## config.mk

```make
export PLATFORM = sky130hd
export DESIGN_NAME = instr_sequencer
export DESIGN_NICKNAME = d
export VERILOG_FILES = /design/src/rtl/ctrl_pkg.sv /design/src/rtl/instr_mem.sv /design/src/rtl/instr_sequencer.sv
export SDC_FILE = /design/constraint.sdc
export NUM_CORES = 1
export LEC_CHECK = 0
export ABC_AREA = 1
export BUFFER_PORTS_ARGS = -buffer_cell sky130_fd_sc_hd__buf_2
export CAP_MARGIN = 20
export CORE_MARGIN = 2
export CORE_UTILIZATION = 30
export DETAILED_ROUTE_END_ITERATION = 12
export GPL_ROUTABILITY_DRIVEN = 0
export MAX_ROUTING_LAYER = met4
export PLACE_DENSITY = 0.56
export RECOVER_POWER = 25
export SLEW_MARGIN = 20
export SYNTH_ARGS = -nofsm -noshare
export SYNTH_HDL_FRONTEND = slang
export SYNTH_SLANG_ARGS = --single-unit
```

## constraint.sdc

```tcl
create_clock -name clk -period 3.1 [get_ports clk]
set_clock_uncertainty 0.15 [all_clocks]
set_input_delay 0.155 -clock clk [delete_from_list [all_inputs] [get_ports clk]]
set_output_delay 0.155 -clock clk [all_outputs]
set_load 0.01 [all_outputs]
```

## src/rtl/ctrl_pkg.sv

```systemverilog
// Shared definitions for the instruction sequencer and the controller it feeds.
//   INSTR_W          : instruction width seen by the controller
//   OPC_MSB/OPC_LSB  : bit range of the ALU control field inside an instruction
//   seq_state_t      : sequencer FSM states
package ctrl_pkg;

  localparam int unsigned INSTR_W = 16;
  localparam int unsigned OPC_MSB = 15;
  localparam int unsigned OPC_LSB = 13;

  typedef enum logic [1:0] {
    StIdle,
    StFetch,
    StIssue,
    StDone
  } seq_state_t;

endpackage

```

## src/rtl/instr_mem.sv

```systemverilog
// Program store: 2**ADDR_W x INSTR_W flop array, synchronous write, asynchronous read.
// Contents are deliberately not reset so a program survives a sequencer reset.
// Ports:
//   clk    : write clock
//   we     : write enable
//   waddr  : write address
//   wdata  : write data
//   raddr  : read address
//   rdata  : read data (combinational from raddr)
module instr_mem #(
  parameter int unsigned ADDR_W  = 5,
  parameter int unsigned INSTR_W = 16
) (
  input  logic               clk,
  input  logic               we,
  input  logic [ADDR_W-1:0]  waddr,
  input  logic [INSTR_W-1:0] wdata,
  input  logic [ADDR_W-1:0]  raddr,
  output logic [INSTR_W-1:0] rdata
);

  localparam int unsigned Depth = 2 ** ADDR_W;

  logic [INSTR_W-1:0] mem [Depth];

  always_ff @(posedge clk) begin
    if (we) begin
      mem[waddr] <= wdata;
    end
  end

  assign rdata = mem[raddr];

endmodule

```

## src/rtl/instr_sequencer.sv

```systemverilog
// Instruction sequencer: steps a pc through a loadable program store and issues one
// instruction per valid/ready handshake, with optional wrap-around looping.
// Ports:
//   clk, rst_n         : clock, asynchronous active-low reset
//   load_en/addr/data  : program-store write, ignored while busy
//   start, stop        : begin at pc=0 (from IDLE/DONE) / abort to IDLE
//   end_addr           : last pc, captured when start is accepted
//   loop_en            : wrap to pc=0 after end_q instead of finishing (sampled live)
//   instr_ready        : consumer accepts instr this cycle
//   instr_valid, instr : issued instruction (instr is zero when not valid)
//   pc                 : address of the instruction on instr
//   busy, done         : FETCH/ISSUE in progress; program completed
module instr_sequencer
  import ctrl_pkg::*;
#(
  parameter int unsigned ADDR_W  = 5,
  parameter int unsigned INSTR_W = ctrl_pkg::INSTR_W
) (
  input  logic               clk,
  input  logic               rst_n,
  input  logic               load_en,
  input  logic [ADDR_W-1:0]  load_addr,
  input  logic [INSTR_W-1:0] load_data,
  input  logic               start,
  input  logic               stop,
  input  logic [ADDR_W-1:0]  end_addr,
  input  logic               loop_en,
  input  logic               instr_ready,
  output logic               instr_valid,
  output logic [INSTR_W-1:0] instr,
  output logic [ADDR_W-1:0]  pc,
  output logic               busy,
  output logic               done
);

  seq_state_t         state_q, state_d;
  logic [ADDR_W-1:0]  pc_q, pc_d;
  logic [ADDR_W-1:0]  end_q, end_d;
  logic [INSTR_W-1:0] instr_q, instr_d;
  logic               valid_q, valid_d;

  logic               at_end;
  logic [ADDR_W-1:0]  pc_wrap;
  logic [ADDR_W-1:0]  rd_addr;
  logic [INSTR_W-1:0] rd_data;
  logic               mem_we;

  assign busy   = (state_q == StFetch) || (state_q == StIssue);
  assign mem_we = load_en && !busy;

  // Address of the instruction that follows pc_q; when the run finishes the read is unused.
  assign at_end  = (pc_q == end_q);
  assign pc_wrap = at_end ? '0 : pc_q + 1'b1;
  // FETCH reads the current pc; ISSUE prefetches the successor so a handshake every cycle
  // streams without bubbles.
  assign rd_addr = (state_q == StIssue) ? pc_wrap : pc_q;

  instr_mem #(
    .ADDR_W (ADDR_W),
    .INSTR_W(INSTR_W)
  ) u_instr_mem (
    .clk  (clk),
    .we   (mem_we),
    .waddr(load_addr),
    .wdata(load_data),
    .raddr(rd_addr),
    .rdata(rd_data)
  );

  always_comb begin
    state_d = state_q;
    pc_d    = pc_q;
    end_d   = end_q;
    instr_d = instr_q;
    valid_d = valid_q;
    unique case (state_q)
      StIdle, StDone: begin
        if (stop) begin
          state_d = StIdle;
        end else if (start) begin
          state_d = StFetch;
          pc_d    = '0;
          end_d   = end_addr;
        end
      end
      StFetch: begin
        if (stop) begin
          state_d = StIdle;
        end else begin
          state_d = StIssue;
          instr_d = rd_data;
          valid_d = 1'b1;
        end
      end
      StIssue: begin
        if (stop) begin
          state_d = StIdle;
          instr_d = '0;
          valid_d = 1'b0;
        end else if (instr_ready) begin
          if (!at_end || loop_en) begin
            pc_d    = pc_wrap;
            instr_d = rd_data;
          end else begin
            state_d = StDone;
            instr_d = '0;
            valid_d = 1'b0;
          end
        end
      end
      default: begin
        state_d = StIdle;
        instr_d = '0;
        valid_d = 1'b0;
      end
    endcase
  end

  always_ff @(posedge clk or negedge rst_n) begin
    if (!rst_n) begin
      state_q <= StIdle;
      pc_q    <= '0;
      end_q   <= '0;
      instr_q <= '0;
      valid_q <= 1'b0;
    end else begin
      state_q <= state_d;
      pc_q    <= pc_d;
      end_q   <= end_d;
      instr_q <= instr_d;
      valid_q <= valid_d;
    end
  end

  assign instr_valid = valid_q;
  assign instr       = instr_q;
  assign pc          = pc_q;
  assign done        = (state_q == StDone);

endmodule

```

==> impl_metrics.json, run 1 <==
{
  "status": "finished with violations",
  "failed_checks": "capacitance limit, slew limit",
  "crit_slowest_cell": "dfrtp_1",
  "ant_nets": 0,
  "crit_chain": "inv_1 -> ha_1 -> inv_1 -> buf_4 -> nand2_4 -> nand2_8 -> buf_4 -> buf_12 -> buf_4 -> nand2_1 -> nand3_1 -> nand3_1 -> nand3_1 -> nand2_1 -> nand2_1 -> nand3_1 -> nand2_1",
  "powerDensity_mw_per_mm2": 750.8,
  "period_share_pct": 93.93,
  "fin_nets": 2034,
  "syn_inst": 1907,
  "layout-area-overhead-vs-synth_pct": 17.29,
  "ios": 57,
  "die_w_microns": 277.3,
  "drive_above_1_share_pct": 11.80,
  "cp-start-kind": "flip-flop",
  "die_area_sq_mm": 0.07688,
  "min_period_ns": 2.912,
  "dieHeight_microns": 277.3,
  "critPathCaptureType": "flip-flop",
  "cp_max_fo": 47,
  "netlist_area_sq_mm": 0.02240,
  "synthFlopType": "edfxtp_1",
  "drt_wl_total_mm": 67.59,
  "power.total_mw": 19.73,
  "cts_inserted_buffers": 55,
  "synth_nets": 1944,
  "grt_pass1_wl_mm": 100.2,
  "cts_root_buf": "clkbuf_16",
  "track_usage_pct": 17.73,
  "yosysSeqAreaShare_pct": 71.87,
  "leakagePower_nw": 9.329,
  "cts_max_level": 2,
  "slew_violations": 297,
  "clkTransAtPathRegs_ns": 0.06,
  "yosysWarnings": 0,
  "ir_worst_vdd_uv": 458.4,
  "clock_latency_ns": 0.62,
  "post_dp_cell_area_sq_mm": 0.02425,
  "crit_family": "simple AND/OR/NAND/NOR gates",
  "worstMarginPinSlew_ns": 1.950,
  "initial_core_util_pct": 30.19,
  "ys_seq_elements": 541,
  "cts-root-to-sink-buffers": 3,
  "hpwl_mm": 39.08,
  "cts_tree": "done",
  "fp-row-count": 100,
  "r2r_setup_slack_ns": 0.19,
  "synthDistinctLibCells": 28,
  "fmax_ghz": 0.3434,
  "hold_viol": 0,
  "coreArea_sq_mm": 0.07420,
  "clock-sinks": 541,
  "finalSetupViolCount": 0,
  "async_reset_ff_share_pct": 5.360,
  "synth-edff-count": 512,
  "gr-total-overflow": 0,
  "cp.required_ns": 3.50,
  "grt_max_degree": 87,
  "drc": 0,
  "routed-via-count": 15800,
  "critical_path_class": "reg2reg",
  "cp_slowest_stage_delay_ns": 0.43,
  "max-slew-margin-rel_pct": -30.01,
  "wire_per_inst_microns": 22.41,
  "cap_violations": 9,
  "crit_arrival_ns": 3.31,
  "hp-class": "in2reg",
  "antenna_found_initial": 8,
  "syn_area_per_cell_sq_um": 11.75,
  "path_buf_inv": 6,
  "viasPerCell": 5.240,
  "finalInstanceArea_sq_mm": 0.02628,
  "port_buffers": 56,
  "drt_iter0_drc": 1876,
  "grt_pass1_vias": 14970,
  "first_pass_iters": 6
}
cell type report:
| class | count | area, sq um |
|---|---|---|
| clock buffers | 74 | 1509 |
| diodes | 4 | 10.01 |
| fillers | 7184 | 47920 |
| clock inverters | 29 | 237.7 |
| multi-input cells | 1204 | 5647 |
| well taps | 969 | 1212 |
| flip-flops and latches | 541 | 16100 |
| inverters | 26 | 97.59 |
| repair buffers | 169 | 1459 |
cell usage after synthesis (3+ instances only):
library cell / count / area (sq um)
clkbuf_1: 41 / 153.9
dfrtp_1: 29 / 725.7
inv_2: 5 / 18.77
ha_1: 4 / 50.05
nor2_1: 52 / 195.2
edfxtp_1: 512 / 15370
a21oi_1: 4 / 20.02
inv_1: 20 / 75.07
nand3_1: 736 / 3684
buf_4: 3 / 22.52
o21ai_0: 5 / 25.02
buf_2: 92 / 460.4
nand2_1: 384 / 1441
xor2_1: 3 / 26.28
worst paths after layout:
check,start,to,cells after the start
setup / recovery,state_q[0],instr[13],17
hold / removal,start,end_q[4],3
setup reg to reg,state_q[0],instr[13],17
hold reg to reg,instr[10],instr[10],2
max in group asynchronous,rst_n,pc[2],2
min in group asynchronous,rst_n,instr[11],2
routing by layer:
metal  up-vias  part of all wire [%]  track usage (%)
met1      7881                    42            24.04
met3       105                   9.4            3.799
met4         0                   2.6            5.003
li1       7103                     -                -
met2       714                    46            26.86
met5         -                     0                -
worst register-to-register path, delay by kind of cell (launching register included):
family / cells / cell delay (ns)
fa+ha+maj: 1 / 0.21
buf+inv: 6 / 1.04
flops: 1 / 0.43
simple gates: 10 / 1.03
report_power, final:
| group | switching [mW] | internal (mW) |
|---|---|---|
| Combinational | 3.27 | 1.57 |
| Clock | 2.77 | 3.67 |
| Sequential | 0.208 | 8.25 |
| Total | 6.25 | 13.5 |
repair_timing:
action	CTS	global route
hold endpoints to repair	206	0
buffers inserted	0	3
setup endpoints to repair	0	8
gates resized for setup	0	5
hold buffers	22	0
flip-flops by register name, summed over array words and instances (netlist names):
register,cells
instr,16
u_instr_mem.mem,512
state_q,2
pc,5
end_q,5
instr_valid,1
layout by cell type, fill, tap and decap left out, types with 2 or more instances in the layout:
cell type      count
nand3_1          736
edfxtp_1         512
nand2_1          381
buf_4             68
clkbuf_16         56
nor2_1            51
buf_2             47
dfrtp_1           27
clkbuf_1          23
dlygate4sd3_1     22
buf_12            21
inv_1             20
clkinv_2          15
clkinv_1           7
o21ai_0            5
inv_2              5
diode_2            4
nand2_4            4
a21oi_1            4
ha_1               4
clkbuf_8           4
xor2_1             3
bufinv_16          3
mux2_2             2
nand2_8            2
a21oi_4            2
inv_6              2
dfrtp_2            2
through the flow:
step | setup WS (ns) | setup TNS [ns] | hold slack (ns) | utilization [%] | instances
after CTS | 0.008755 | 0 | 0.004539 | 35.33 | 3008
after global placement | 0.02779 | 0 | 0.1675 | 32.68 | 2883
after floorplan | 0.7649 | 0 | -0.2906 | - | 1907
after global routing | -0.004232 | -0.005525 | 0.05066 | 35.41 | 3016
final | 0.1881 | 0 | 0.05661 | 35.41 | 3016
after detailed placement | 0.03939 | 0 | 0.1679 | 32.68 | 2883
kinds of logic (layout without fill, tap and decap cells):
| logic type | Yosys count | count (layout) | synth area share (%) |
|---|---|---|---|
| adder cells (fa/ha/maj) | 4 | 4 | 0.2234 |
| flip-flops | 541 | 541 | 71.87 |
| other | 0 | 4 | 0 |
| AO/OA/AOI/OAI | 16 | 16 | 0.4580 |
| multiplexers | 2 | 2 | 0.1005 |
| buffers and inverters | 163 | 298 | 3.295 |
| XOR/XNOR | 4 | 4 | 0.1564 |
| AND/OR/NAND/NOR | 1177 | 1178 | 23.90 |
(Power assumes the default switching activity.)
==> run 2, diff against run 1 <==
Settings changed: CORE_UTILIZATION 30 to 35, PLACE_DENSITY 0.56 to 0.62, SYNTH_HIERARCHICAL set to 1.
==> impl_metrics.json, run 2 <==
{
  "final_cell_mix": "nand2_1, edfxtp_1, nand3_1",
  "period_share_pct": 94.71,
  "synth.most_common_cell": "nand2_1",
  "leakagePower_nw": 10.01,
  "cts_root_buf": "clkbuf_16",
  "drive_above_1_share_pct": 11.00,
  "cts-root-to-sink-buffers": 3,
  "cp.required_ns": 3.49,
  "yosysSeqAreaShare_pct": 70.95,
  "dp_cells": 2899,
  "status": "finished with violations",
  "async_reset_ff_share_pct": 5.360,
  "clock_latency_ns": 0.61,
  "hp-class": "in2reg",
  "coreArea_sq_mm": 0.06423,
  "regMostFlops": "u_instr_mem/mem",
  "wire_per_inst_microns": 20.03,
  "critPathCaptureType": "flip-flop",
  "cp_max_fo": 26,
  "ios": 57,
  "crit_arrival_ns": 3.33,
  "fin_nets": 2187,
  "synthTopCellsByCount": "nand2_1, edfxtp_1, nand3_1, nor2_1, inv_1",
  "rsz0062_at_grt": "true",
  "drt_iter0_drc": 1585,
  "synthDistinctLibCells": 29,
  "fp-row-count": 93,
  "yosys.area.top_type": "edfxtp_1",
  "cts_max_level": 2,
  "first_pass_iters": 5,
  "drt_wl_total_mm": 61.06,
  "fmax_ghz": 0.3406,
  "syn_area_per_cell_sq_um": 11.22,
  "port_buffers": 56,
  "hpwl_mm": 34.73,
  "place_ws_ns": 0.1010,
  "ir_worst_vdd_uv": 451.6,
  "drc": 0,
  "synth_area_leaders": "edfxtp_1, nand2_1, nand3_1",
  "grt_pass1_vias": 14980,
  "grt_max_degree": 70,
  "yosysWarnings": 6,
  "synth-edff-count": 512,
  "die_area_sq_mm": 0.06689,
  "critical_path_class": "reg2reg",
  "synth_top_area_share_pct": 67.75,
  "finalSetupViolCount": 0,
  "multi_input_area_sq_mm": 0.005643,
  "ant_nets": 0,
  "nFillCells": 6006,
  "max-slew-margin-rel_pct": -29.33,
  "synth_nets": 2059,
  "min_period_ns": 2.936,
  "layout-area-overhead-vs-synth_pct": 16.53,
  "die_w_microns": 258.6,
  "layout_setup_ws_ns": 0.1640,
  "grt_pass1_wl_mm": 89.98,
  "cts_inserted_buffers": 55,
  "cap_violations": 9,
  "clock-sinks": 541,
  "layout_commonest_cell": "nand2_1",
  "gr-total-overflow": 0,
  "final_cells": 3049,
  "viasPerCell": 5.068,
  "track_usage_pct": 18.18,
  "cp-start-kind": "flip-flop",
  "hold_viol": 0,
  "routed-via-count": 15450,
  "synthFlopType": "edfxtp_1",
  "r2r_setup_slack_ns": 0.16,
  "dieHeight_microns": 258.6,
  "power.total_mw": 19.73,
  "powerDensity_mw_per_mm2": 746.2,
  "netlist_area_sq_mm": 0.02269,
  "worstMarginPinSlew_ns": 1.940,
  "cts_tree": "done",
  "failed_checks": "capacitance limit, slew limit",
  "slew_violations": 294,
  "largest_register_ff_count": 512,
  "ys_seq_elements": 541,
  "antenna_found_initial": 3,
  "initial_core_util_pct": 35.33,
  "seq_area_sq_mm": 0.01610,
  "syn_inst": 2022,
  "clkTransAtPathRegs_ns": 0.06
}
==> run 2: per-layer routing <==
metal  GRT usage, %  vias up  share of wire, %
met2          28.77      615                47
met5              -        -                 0
li1               -     7185                 -
met4          5.090        0               2.4
met1          23.70     7544                42
met3          3.873      109               8.5
==> run 2: layout make-up <==
| class | instances | area share [%] |
|---|---|---|
| diodes | 3 | 0.02839 |
| clock buffers | 70 | 5.616 |
| clock inverters | 28 | 0.7949 |
| inverters | 50 | 0.7665 |
| multi-input cells | 1316 | 21.34 |
| flip-flops and latches | 541 | 60.88 |
| well taps | 855 | 4.045 |
| repair buffers | 186 | 6.525 |
==> run 2: worst max-delay path, stage by stage, from the launching register on <==
cell and delay (ns):
dfrtp_1 0.42, inv_2 0.10, nand2_1 0.06, nand2_1 0.09, nor2_2 0.06, nand3_1 0.08
nand2_2 0.08, o21ai_4 0.17, buf_12 0.15, buf_12 0.19, buf_12 0.19, nand2_1 0.06
nand3_1 0.09, nand3_1 0.13, nand2_1 0.10, nand2_1 0.05, nand2_1 0.12, nand2_1 0.07
nand2_1 0.07, inv_1 0.04, nor2_1 0.22, nand2_1 0.09, nand2_1 0.06
==> run 2: cells by family (layout without fill, tap and decap cells) <==
group           after synthesis  count (layout)  synth area share [%]
buf+inv                     165             334                 4.427
other cells                   0               3                     0
mux                           1               1               0.04962
fa+ha+maj                     4               4                0.2206
simple gates               1297            1297                 23.98
flops                       541             541                 70.95
compound gates               12              12                0.2922
xor+xnor                      2               2               0.07720
==> run 2: path summary, 6_finish.rpt <==
check                             start                endpoint  depth (start not counted)
max                               pc[1]                instr[0]                         22
min                        load_addr[2]  u_instr_mem/mem[22][1]                          4
max reg2reg                       pc[1]                instr[0]                         22
min reg2reg                    instr[8]                instr[8]                          2
max in group asynchronous         rst_n               instr[11]                          2
min in group asynchronous         rst_n                instr[8]                          2
==> run 2: report_power, final <==
group          internal [mW]  leakage, nW  switching [mW]
Clock                   3.61        0.841            2.72
Combinational           1.74         4.20            3.24
Sequential              8.24         4.97           0.178
Total                   13.6         10.0            6.14
==> run 2: stage by stage <==
stage / utilization (%) / hold WS (ns) / TNS [ns] / instance area, sq um
after detailed placement: 37.50 / 0.1351 / 0 / 24090
final: 41.17 / 0.1304 / 0 / 26440
after global routing: 41.17 / 0.1317 / -0.08888 / 26440
after floorplan: - / -0.2906 / 0 / 22690
after global placement: 37.50 / 0.1356 / 0 / 24090
after CTS: 40.73 / 0.01150 / 0 / 26160
==> run 2: what timing repair did <==
item                                    4_1_cts  5_1_grt
endpoints found under the setup margin        0       14
resized for setup                             0       21
hold buffers                                 38        0
endpoints found under the hold margin       496        0
buffers inserted                              0        5
==> run 3, diff against run 2 <==
Clock period 3.1 ns to 2.8 ns, I/O delays scaled along.
==> impl_metrics.json, run 3 (synthesis gave the netlist of run 2 again) <==
{
  "ant_nets": 0,
  "seq_area_sq_mm": 0.01610,
  "cp.required_ns": 3.17,
  "antenna_found_initial": 4,
  "viasPerCell": 5.164,
  "power.internal_mw": 16.43,
  "final_cells": 3147,
  "ios": 57,
  "rsz0062_at_grt": "true",
  "grt_pass1_wl_mm": 94.92,
  "power.share.sequential_pct": 38.8,
  "largest_register_ff_count": 512,
  "die_w_microns": 258.6,
  "fmax_ghz": 0.3545,
  "cts_tree": "done",
  "cap_violations": 12,
  "swShare_pct": 31.43,
  "powerDensity_mw_per_mm2": 839.6,
  "drt_wl_total_mm": 65.34,
  "hpwl_mm": 36.80,
  "cp_max_fo": 7,
  "final_cell_mix": "nand2_1, edfxtp_1, nand3_1",
  "failed_checks": "capacitance limit, slew limit, setup timing",
  "regMostFlops": "u_instr_mem/mem",
  "cts_inserted_buffers": 55,
  "fp-row-count": 93,
  "critPathCaptureType": "flip-flop",
  "max-slew-margin-rel_pct": -19.92,
  "power.total_mw": 23.97,
  "ir_worst_vdd_uv": 514.1,
  "combPwrFrac_pct": 30.8,
  "layout_commonest_cell": "nand2_1",
  "initial_core_util_pct": 35.33,
  "first_pass_iters": 6,
  "crit_arrival_ns": 3.19,
  "slew_violations": 394,
  "cts-root-to-sink-buffers": 3,
  "port_buffers": 56,
  "worstMarginPinSlew_ns": 1.799,
  "coreArea_sq_mm": 0.06423,
  "gr-total-overflow": 0,
  "finalSetupViolCount": 3,
  "clkTransAtPathRegs_ns": 0.07,
  "multi_input_area_sq_mm": 0.006026,
  "clkPwrFrac_pct": 30.4,
  "cts_max_level": 2,
  "final_util_pct": 44.44,
  "hp-class": "in2reg",
  "fin_nets": 2282,
  "hold_viol": 0,
  "dp_cells": 2958,
  "nFillCells": 5708,
  "track_usage_pct": 19.22,
  "dieHeight_microns": 258.6,
  "leakagePower_nw": 10.89,
  "layout_setup_ws_ns": -0.02062,
  "grt_pass1_vias": 15550,
  "timing.hold.ws_ns": 0.04519,
  "layout-area-overhead-vs-synth_pct": 25.80,
  "routed-via-count": 16250,
  "drive_above_1_share_pct": 18.97,
  "period_share_pct": 100.7,
  "place_ws_ns": -0.3373,
  "grt_max_degree": 42,
  "clock-sinks": 541,
  "wire_per_inst_microns": 20.76,
  "clock_latency_ns": 0.63,
  "drt_iter0_drc": 1775,
  "die_area_sq_mm": 0.06689,
  "cts_root_buf": "clkbuf_16",
  "min_period_ns": 2.821,
  "p_switching_mw": 7.534,
  "status": "finished with violations",
  "critical_path_class": "reg2reg",
  "drc": 0,
  "cp-start-kind": "flip-flop"
}
==> run 3: cell types whose count changed in the layout (fill, tap and decap cells not counted), moves of 5 or more <==
| cell | previous run | this run |
|---|---|---|
| buf_12 | 12 | 60 |
| buf_4 | 62 | 81 |
| buf_6 | 5 | 13 |
| buf_8 | 2 | 8 |
| clkbuf_16 | 63 | 69 |
| clkinv_2 | 13 | 8 |
| nand2_1 | 807 | 755 |
| nand2_2 | 4 | 52 |
| nand3_1 | 408 | 367 |
| nand3_2 | 1 | 42 |
==> run 3: path summary, 6_finish.rpt <==
kind / slack (ns) / depth (start not counted) / to / start
max in group asynchronous: 0.56 / 4 / end_q[2] / rst_n
worst min register to register: 0.36 / 2 / instr[4] / instr[4]
min in group asynchronous: 0.97 / 4 / instr[4] / rst_n
worst max-delay path: -0.02 / 18 / instr[7] / pc[1]
worst min-delay path: 0.05 / 4 / u_instr_mem/mem[14][4] / load_addr[2]
worst max register to register: -0.02 / 18 / instr[7] / pc[1]
==> run 3: stage by stage <==
stage	area, sq um	TNS (ns)
after CTS	27620	-0.09690
after global placement	24940	-2.479
after detailed placement	24940	-3.096
after floorplan	22690	0
after global routing	28540	-2.061
final	28550	-0.03543
==> run 3: layout make-up <==
type / count / area share (%)
sequential: 541 / 56.40
multi-input combinational: 1316 / 21.11
timing repair buffer: 281 / 11.70
clock buffer: 68 / 4.992
tap: 855 / 3.747
clock inverter: 32 / 1.236
inverter: 50 / 0.7845
antenna: 4 / 0.03506
==> run 3: power by group through the flow <==
stage                     Combinational [mW]  Clock, mW  Sequential (mW)
after global placement                  5.62          0             9.45
after floorplan                         3.72          0             9.45
after global routing                    8.02       7.71             9.32
after detailed placement                5.69          0             9.45
after CTS                               6.60       7.40             9.28
final                                   7.37       7.30             9.30
==> run 3: timing repair <==
item,CTS,global route
gates resized for setup,39,138
hold buffers,40,0
buffers inserted,11,12
pin swaps,8,55
hold endpoints to repair,544,0
gates cloned,8,17
endpoints found under the setup margin,16,20
==> run 3: worst max-delay path, stage by stage, from the launching register on <==
cell and delay, ns:
dfrtp_1 0.41, buf_4 0.17, ha_2 0.19, xor2_2 0.19, nand2_2 0.10, o22ai_4 0.24, buf_6 0.20, clkinv_8 0.12
clkbuf_16 0.20, nand3_2 0.09, nand2_2 0.07, nand2_2 0.11, nand2_1 0.09, nand2_1 0.10, nand2_1 0.05, inv_1 0.05
nor2_1 0.04, nand2_1 0.08, nand2_1 0.04
==> run 3: routing by layer <==
layer  vias to the layer above  track usage, %  wire, microns
li1                       7406               -              -
met1                      8042           25.45          27210
met2                       702           30.59          30980
met3                       100           3.101           5460
met4                         0           5.652           1696
met5                         -               -              0
